`config.mk`:
```
export PLATFORM = sky130hd
export DESIGN_NAME = time_display_driver
export DESIGN_NICKNAME = d
export VERILOG_FILES = /design/src/rtl/time_display_pkg.sv /design/src/rtl/seg7_field_encoder.sv /design/src/rtl/time_display_driver.sv
export SDC_FILE = /design/constraint.sdc
export NUM_CORES = 1
export LEC_CHECK = 0
export ABC_AREA = 0
export CAP_MARGIN = 20
export CORE_AREA = 5 5 155 157
export DETAILED_ROUTE_END_ITERATION = 16
export DIE_AREA = 0 0 160 162
export PLACE_DENSITY = 0.57
export SETUP_SLACK_MARGIN = 0.3
export SKIP_CTS_REPAIR_TIMING = 1
export SLEW_MARGIN = 40
export SYNTH_ARGS = -nofsm -noshare
export SYNTH_HDL_FRONTEND = slang
export SYNTH_HIERARCHICAL = 1
export SYNTH_SLANG_ARGS = --single-unit
export TNS_END_PERCENT = 100
```
`constraint.sdc`:
```
create_clock -name clockSignal -period 6 [get_ports clockSignal]
set_clock_uncertainty 0.2 [all_clocks]
set_input_delay 0.6 -clock clockSignal [delete_from_list [all_inputs] [get_ports clockSignal]]
set_output_delay 0.6 -clock clockSignal [all_outputs]
set_load 0.02 [all_outputs]
```
`src/rtl/time_display_pkg.sv`:
```
// time_display_pkg: segment codes, digit positions and field limits shared by the display driver
package time_display_pkg;
  localparam int NUM_DIGITS = 8;
  localparam logic [6:0] SEG_DASH = 7'h40;
  localparam logic [6:0] SEG_BLANK = 7'h00;
  localparam logic [6:0] SEG_DIGITS [10] = '{7'h3F, 7'h06, 7'h5B, 7'h4F, 7'h66, 7'h6D, 7'h7D, 7'h07, 7'h7F, 7'h6F};
  localparam logic [2:0] DIG_CEN_U = 3'd0;
  localparam logic [2:0] DIG_CEN_T = 3'd1;
  localparam logic [2:0] DIG_SEC_U = 3'd2;
  localparam logic [2:0] DIG_SEC_T = 3'd3;
  localparam logic [2:0] DIG_MIN_U = 3'd4;
  localparam logic [2:0] DIG_MIN_T = 3'd5;
  localparam logic [2:0] DIG_HOUR_U = 3'd6;
  localparam logic [2:0] DIG_HOUR_T = 3'd7;
  localparam logic [6:0] LIM_HOURS = 7'd23;
  localparam logic [6:0] LIM_MINUTES = 7'd59;
  localparam logic [6:0] LIM_SECONDS = 7'd59;
  localparam logic [6:0] LIM_CENTIS = 7'd99;
  function automatic logic [6:0] seg_of(input logic [6:0] d);
    return d < 7'd10 ? SEG_DIGITS[d[3:0]] : SEG_DASH;
  endfunction
endpackage

```
`src/rtl/seg7_field_encoder.sv`:
```
// seg7_field_encoder: splits one time field into tens/units segment codes, dashing both when over limit
module seg7_field_encoder
  import time_display_pkg::*;
(
  input  logic [6:0] value,
  input  logic [6:0] limit,
  output logic [6:0] tens,
  output logic [6:0] units
);
  logic over;
  assign over = value > limit;
  assign tens = over ? SEG_DASH : seg_of(value / 7'd10);
  assign units = over ? SEG_DASH : seg_of(value % 7'd10);
endmodule

```
`src/rtl/time_display_driver.sv`:
```
// time_display_driver: scans an 8-digit HH MM SS CC display from a per-frame snapshot of the
// time inputs and drives an alarm buzzer that also blanks the display during its off-phases.
module time_display_driver
  import time_display_pkg::*;
#(
  parameter int SCAN_DIV = 4,
  parameter int BEEP_HALF = 50
) (
  input  logic       clockSignal,
  input  logic       startOrStop,
  input  logic [4:0] hoursIn,
  input  logic [5:0] minutesIn,
  input  logic [5:0] secondsIn,
  input  logic [6:0] centisIn,
  input  logic       ringIn,
  output logic [6:0] seg,
  output logic [7:0] digitEnable,
  output logic       dp,
  output logic       buzzer,
  output logic       frameDone
);
  logic [7:0] pre;
  logic [2:0] idx;
  logic [8:0] beep;
  logic [4:0] hrs_q, hrs;
  logic [5:0] min_q, mins, sec_q, secs;
  logic [6:0] cen_q, cens;
  logic frame_start, pre_last, beep_on;
  logic [6:0] ht, hu, mt, mu, st, su, ct, cu, seg_d;
  assign frame_start = pre == 8'd0 && idx == 3'd0;
  assign pre_last = pre == 8'(SCAN_DIV - 1);
  assign beep_on = beep < 9'(BEEP_HALF);
  // the capture edge shows digit 0 straight from the inputs so the new snapshot is used immediately
  assign hrs = frame_start ? hoursIn : hrs_q;
  assign mins = frame_start ? minutesIn : min_q;
  assign secs = frame_start ? secondsIn : sec_q;
  assign cens = frame_start ? centisIn : cen_q;
  seg7_field_encoder u_hrs (.value({2'b00, hrs}), .limit(LIM_HOURS), .tens(ht), .units(hu));
  seg7_field_encoder u_min (.value({1'b0, mins}), .limit(LIM_MINUTES), .tens(mt), .units(mu));
  seg7_field_encoder u_sec (.value({1'b0, secs}), .limit(LIM_SECONDS), .tens(st), .units(su));
  seg7_field_encoder u_cen (.value(cens), .limit(LIM_CENTIS), .tens(ct), .units(cu));
  always_comb
    case (idx)
      DIG_CEN_U: seg_d = cu;
      DIG_CEN_T: seg_d = ct;
      DIG_SEC_U: seg_d = su;
      DIG_SEC_T: seg_d = st;
      DIG_MIN_U: seg_d = mu;
      DIG_MIN_T: seg_d = mt;
      DIG_HOUR_U: seg_d = hu;
      default: seg_d = hrs < 5'd10 ? SEG_BLANK : ht;
    endcase
  always_ff @(posedge clockSignal or posedge startOrStop)
    if (startOrStop) begin
      pre <= '0;
      idx <= '0;
      beep <= '0;
      hrs_q <= '0;
      min_q <= '0;
      sec_q <= '0;
      cen_q <= '0;
      seg <= '0;
      digitEnable <= '0;
      dp <= 1'b0;
      buzzer <= 1'b0;
      frameDone <= 1'b0;
    end else begin
      pre <= pre_last ? 8'd0 : pre + 8'd1;
      idx <= pre_last ? idx + 3'd1 : idx;
      beep <= !ringIn || beep == 9'(2 * BEEP_HALF - 1) ? 9'd0 : beep + 9'd1;
      hrs_q <= hrs;
      min_q <= mins;
      sec_q <= secs;
      cen_q <= cens;
      seg <= seg_d;
      digitEnable <= ringIn && !beep_on ? 8'd0 : 8'd1 << idx;
      dp <= idx == DIG_SEC_U || idx == DIG_MIN_U || idx == DIG_HOUR_U;
      buzzer <= ringIn && beep_on;
      frameDone <= frame_start;
    end
endmodule

```
; ---- Word level (Yosys, flattened, before mapping)
; Memory sizes are Yosys's and may differ from the RTL's.
; Cells that the tools add are included.
[word_totals]
ff_bits = 62
mem_bits_ro = 896
inputBits = 27
out_inout_bits = 18
memories = 8
[memory_table]
columns = name, depth, width, rd, rd_ports_with_merged_regs, wr, line_no
row1 = (no name shown), 16, 7, 1, 0, 0, time_display_pkg.sv:20  ; return d < 7'd10 ? SEG_DIGITS[d[3:0]] : SEG_DASH;
row2 = (no name shown), 16, 7, 1, 0, 0, time_display_pkg.sv:20
row3 = (no name shown), 16, 7, 1, 0, 0, time_display_pkg.sv:20
row4 = (no name shown), 16, 7, 1, 0, 0, time_display_pkg.sv:20
row5 = (no name shown), 16, 7, 1, 0, 0, time_display_pkg.sv:20
row6 = (no name shown), 16, 7, 1, 0, 0, time_display_pkg.sv:20
row7 = 2 more memories, --, --, --, --, --, --
[op_classes]
add_sub_neg = 3
div = 8
n_lt_le_gt_ge = 22
eq_ne = 8
n_shift = 1
muxes = 41
n_bitwise = 8
n_reduce_logical = 10
[ops]
columns = operator, count
row1 = two-way mux 7 bit, 34
row2 = < comparator 7 x 4 -> 1 bit (second input constant), 8
row3 = case mux 7 bit (7 select lines), 1
row4 = greater-or-equal comparator 5 bit (second input constant), 8
row5 = NOT 4 -> 5 bit, 8
row6 = two-way mux 8 bit, 2
row7 = divider 6 x 4 -> 7 bit (second input constant), 2
row8 = remainder unit 6 x 4 -> 7 bit (second input constant), 2
row9 = greater-than comparator 6 bit (second input constant), 2
row10 = two-way mux 6 bit, 2
row11 = adder 9 x 1 -> 9 bit (second input constant), 1
row12 = == test 3 bit (second input constant), 3
row13 = == test 9 x 7 -> 1 bit (second input constant), 1
row14 = < comparator 9 x 6 -> 1 bit (second input constant), 1
row15 = two-way mux 9 bit, 1
row16 = adder 8 x 1 -> 8 bit (second input constant), 1
row17 = == test 8 x 2 -> 1 bit (second input constant), 1
row18 = zero test 8 bit, 1
row19 = << shifter 1 x 3 -> 8 bit (first input constant), 1
row20 = divider 5 x 4 -> 7 bit (second input constant), 1
row21 = divider 7 x 4 -> 7 bit (second input constant), 1
row22 = greater-than comparator 7 bit (second input constant), 1
row23 = remainder unit 5 x 4 -> 7 bit (second input constant), 1
row24 = remainder unit 7 x 4 -> 7 bit (second input constant), 1
row25 = 10 further kinds, 16

; ---- Longest topological paths before layout
[logic_depth]
depth_word = 12
ltp_mapped = 21

; ---- Modules after synthesis
; The synthesis kept the hierarchy.
[modules_own_cells]
columns = mod, instances, cells_per_inst, area_per_inst_um2, seq_area_each_um2
row1 = seg7_field_encoder, 4, 159, 1169.9, 0.0
row2 = time_display_driver, 1, 239, 3001.6, 1551.5

; ---- Least setup slack after synthesis
; OpenSTA, ideal clock, no wires.
[synth_path]
path_kind = flip-flop to flip-flop
start = register idx[0]
end = register seg[1]
setup_ns = 0.139
arrival_ns = 4.001
t_required_ns = 5.661
path_slack_ns = 1.660
stages_incl_launch_ff = 20
path_buffers = 2
synth_period_minus_slack_ns = 4.340
path_cell_list = dfrtp_1 inv_1 ha_1 nor2b_1 nand4_4 buf_6 mux2_4 buf_2 maj3_2 mux2_2 o31ai_2 nand2_2 inv_2 xnor2_1 ha_1 a311oi_1 nor2_1 mux2_2 a22oi_1 o211ai_1
[synth_via]
word_cells_on_any_way = 83
[synth_lines]
columns = item, line_no
row1 = start: declaration, time_display_driver.sv:23  ; logic [2:0] idx;
row2 = start signal: assignment, time_display_driver.sv:69  ; idx <= pre_last ? idx + 3'd1 : idx;
row3 = zero test 3 bit (*), time_display_driver.sv:30  ; assign frame_start = pre == 8'd0 && idx == 3'd0;
row4 = logical AND 1 bit (*), time_display_driver.sv:30
row5 = two-way mux 6 bit (*), time_display_driver.sv:36  ; assign secs = frame_start ? secondsIn : sec_q;
row6 = net secs[1], time_display_driver.sv:26  ; logic [5:0] min_q, mins, sec_q, secs;
row7 = remainder unit 6 x 4 -> 7 bit, seg7_field_encoder.sv:13  ; assign units = over ? SEG_DASH : seg_of(value % 7'd10);
row8 = NOT 4 -> 5 bit (not written as such), time_display_pkg.sv:20
row9 = memory read (16 x 7 bit), --
row10 = two-way mux 7 bit (not written as such) (2 in series), time_display_pkg.sv:20
row11 = two-way mux 7 bit, time_display_pkg.sv:20
row12 = two-way mux 7 bit (*), seg7_field_encoder.sv:13
row13 = net su[1], time_display_driver.sv:29  ; logic [6:0] ht, hu, mt, mu, st, su, ct, cu, seg_d;
row14 = case mux 7 bit (7 select lines) (*), time_display_driver.sv:43  ; case (idx)
row15 = net seg_d[1], time_display_driver.sv:29
row16 = end signal: assignment, time_display_driver.sv:75  ; seg <= seg_d;
row17 = end: declaration, time_display_driver.sv:16  ; output logic [6:0] seg,
; Mark *: on every way through the listed nets, which the timed path passes. The rest lies on a longest branch. The select of a mux whose other input is x is not followed.
; A chain may end at the register's enable or synchronous reset.

; ---- Final worst setup path
[layout_path]
start = register idx[0]
end = register seg[5]
; Same word-level chain as after synthesis.

==> flow_metrics.tcl <==
set metrics [dict create \
    reg2reg_depth 18 \
    row_cnt 55 \
    crit_required_ps 6010 \
    synth_area_um2 7681 \
    crit_cells 18 \
    drc 0 \
    post-synth-top-area-cell "dfrtp_1" \
    routabilityCongestion 0.8146 \
    report.final.setup_viol 0 \
    clk_root_buffer_cell "clkbuf_16" \
    busiest_layer "met2" \
    dp_hpwl_mm 13.07 \
    total_via_count_in_the_routed_design 6421 \
    min_period_over_period_pct 85.81 \
    grt_pass1_wl_mm 31.05 \
    placement.io_buffers 44 \
    finalHoldViolations 0 \
    ant_diodes 0 \
    result_of_the_run "completed" \
    design.core.area_um2 22370 \
    ant_nets 0 \
    synth_seq_cells 62 \
    postSynthAreaPerCell_um2 8.778 \
    crit_buf_inv 3 \
    nNetsFinal 1026 \
    postSynth.asyncResetShare_pct 100.0 \
    first_global_vias 6110 \
    grt.total_usage_pct 14.17 \
    power_density_nw_per_um2 183.2 \
    grt_overflow 0 \
    number_of_buffers_created_by_cts 9 \
    wire_per_inst_um 15.27 \
    drtIter0Drc 297 \
    critical_path.startpoint_type "flip-flop" \
    met1_usage_pct 19.76 \
    drv_cap 0 \
    first_pass_iters 5 \
    routed_wirelength_mm 18.43 \
    grtUsageMet2_pct 22.49 \
    latest_clock_arrival_within_the_worst_skew_pair_ps 340 \
    maximum_number_of_pins_on_one_net_before_global_route_repair 63 \
    timing.setup.tns_ps 0 \
    cp-end-kind "flip-flop" \
    viasPerCell 5.320 \
    worst-setup-path-type "reg -> reg" \
    netlist-cell-type-count 74 \
    clkSinkCount 62 \
    final_layout_size_suffix_gt1_share_pct 12.58 \
    netlist_instances 875 \
    area_delta_synth_final_pct 12.64 \
    critical_path.slowest_cell "mux2_4" \
    top_level_ports 45 \
    worst_ir_drop_vdd_uv 126.8 \
    postSynth.topFlopCell "dfrtp_1" \
    floorplan.die_area_um2 25920 \
    ctsHtreeMaxLevel 3 \
    leakagePower_nw 3.829 \
    report.final.slew_viol_count 0 \
    initial_core_utilization_pct 34.34 \
    timing_worst_slew_pin_value_ps 792.8 \
    grt_antenna_before_repair 0 \
    slew-limit-headroom_pct 46.90 \
    die-width_um 160 \
    min_period_ps 5149 \
    path_delay_family "multiplexers" \
    synth_enable_flop_cells 0 \
    timing.critical_path.cells "inv_1 > ha_1 > nor2b_1 > nand4_4 > mux2_4 > maj3_2 > mux2_2 > o31ai_2 > nand2_2 > inv_2 > xnor2_1 > ha_1 > inv_1 > a31oi_1 > a211oi_1 > mux2_2 > a222oi_1 > o211ai_1" \
    fmax_mhz 194.2 \
    clkTransAtPathRegs_ps 60 \
    critPathMaxFanout 24 \
    syn_warnings 6 \
    part_of_the_yosys_area_used_for_sequential_elements_pct 20.20 \
    die_y_um 162 \
    ctsLongestPathBuffers 2 \
    grt_setup_unrepaired "no" \
    min_delay_path_depth 1 \
    totalPowerFinal_mw 1.585 \
    netlist_top_cells_area "dfrtp_1 (20%), ha_1 (13%), mux2_4 (3.7%)" \
    cpPeakStageDelay_ps 610 \
    cts_tree "yes" \
    worst-endpoint-arrival_ps 5150 \
    hold-worst-slack_ps 281.0 \
    hold_removal_path_class "reg -> reg" \
    met3_usage_pct 2.182 \
    synth.top_cell.area_share_pct 20.20 \
]
## per-layer routing
metal	vias up	wire length, µm
met2	88	8275
met3	23	617
li1	3291	-
met1	3019	9138
met5	-	0
met4	0	394
## registers in the layout (all words and copies together), names as in the netlist, 3 cells and up
| signal | flops |
|---|---|
| sec_q | 6 |
| idx | 3 |
| hrs_q | 5 |
| beep | 9 |
| cen_q | 7 |
| digitEnable | 8 |
| seg | 7 |
| pre | 8 |
| min_q | 6 |
## logic make-up after synthesis
family          count (synthesis)  synth area share (%)
simple gates                  260                 20.05
compound gates                239                 23.90
buf+inv                       135                 8.324
fa+ha+maj                      89                 14.37
flops                          62                 20.20
mux                            59                 9.366
xor+xnor                       29                 3.698
other cells                     2               0.09777
## Yosys cell counts, drive strengths merged, types with 11 or more instances
library cell  count
a21oi            34
clkbuf           14
or3              12
and2             11
nand2b           19
a31oi            28
o21ai            19
nor3b            12
nor2             56
nand2            43
mux2             46
buf              48
nor2b            12
nand3            24
and3             15
a211oi           28
mux2i            13
nor4bb           12
inv              73
o311ai           13
xnor2            18
xor2             11
a22oi            13
ha               81
dfrtp            62
## power breakdown
part / total, mW / leakage [nW] / switching [mW] / internal, mW
combinational: 0.552 / 2.91 / 0.315 / 0.237
sequential: 0.451 / 0.769 / 0.0126 / 0.439
clock: 0.582 / 0.149 / 0.219 / 0.363
## final timing paths
kind                        startpoint       end  slack [ps]
hold reg to reg                 pre[7]    pre[7]         280
hold / removal                  pre[7]    pre[7]         280
setup reg to reg                idx[0]    seg[5]         850
max in group asynchronous  startOrStop  cen_q[3]        4660
min in group asynchronous  startOrStop        dp         530
setup / recovery                idx[0]    seg[5]         850
## metrics by stage
stage / instances / setup slack, ps / utilization [%] / cell area, µm²
floorplan: 921 / 1660 / - / 7854
global placement: 1192 / 815.4 / 37.18 / 8315
detailed placement: 1192 / 778.7 / 37.20 / 8319
CTS: 1207 / 754.9 / 38.60 / 8633
global route: 1207 / 463.5 / 38.69 / 8652
finish: 1207 / 851.2 / 38.69 / 8652
## layout by cell type, fill, tap and decap left out, types with 25 or more instances in the layout
cell	n
nand2_1	39
ha_1	81
inv_1	64
a31oi_1	25
nor2_1	56
clkdlybuf4s50_1	44
dfrtp_1	62
conb_1	48
a21oi_1	30
## layout make-up
class | instances | area [µm²]
clock inverters | 5 | 85.08
repair buffers | 48 | 474.2
multi-input cells | 724 | 5682
flip-flops and latches | 62 | 1551
clock buffers | 10 | 229.0
well taps | 285 | 356.6
fillers | 2210 | 13710
inverters | 73 | 274.0
No activity file was read; power rests on OpenSTA's default activity.
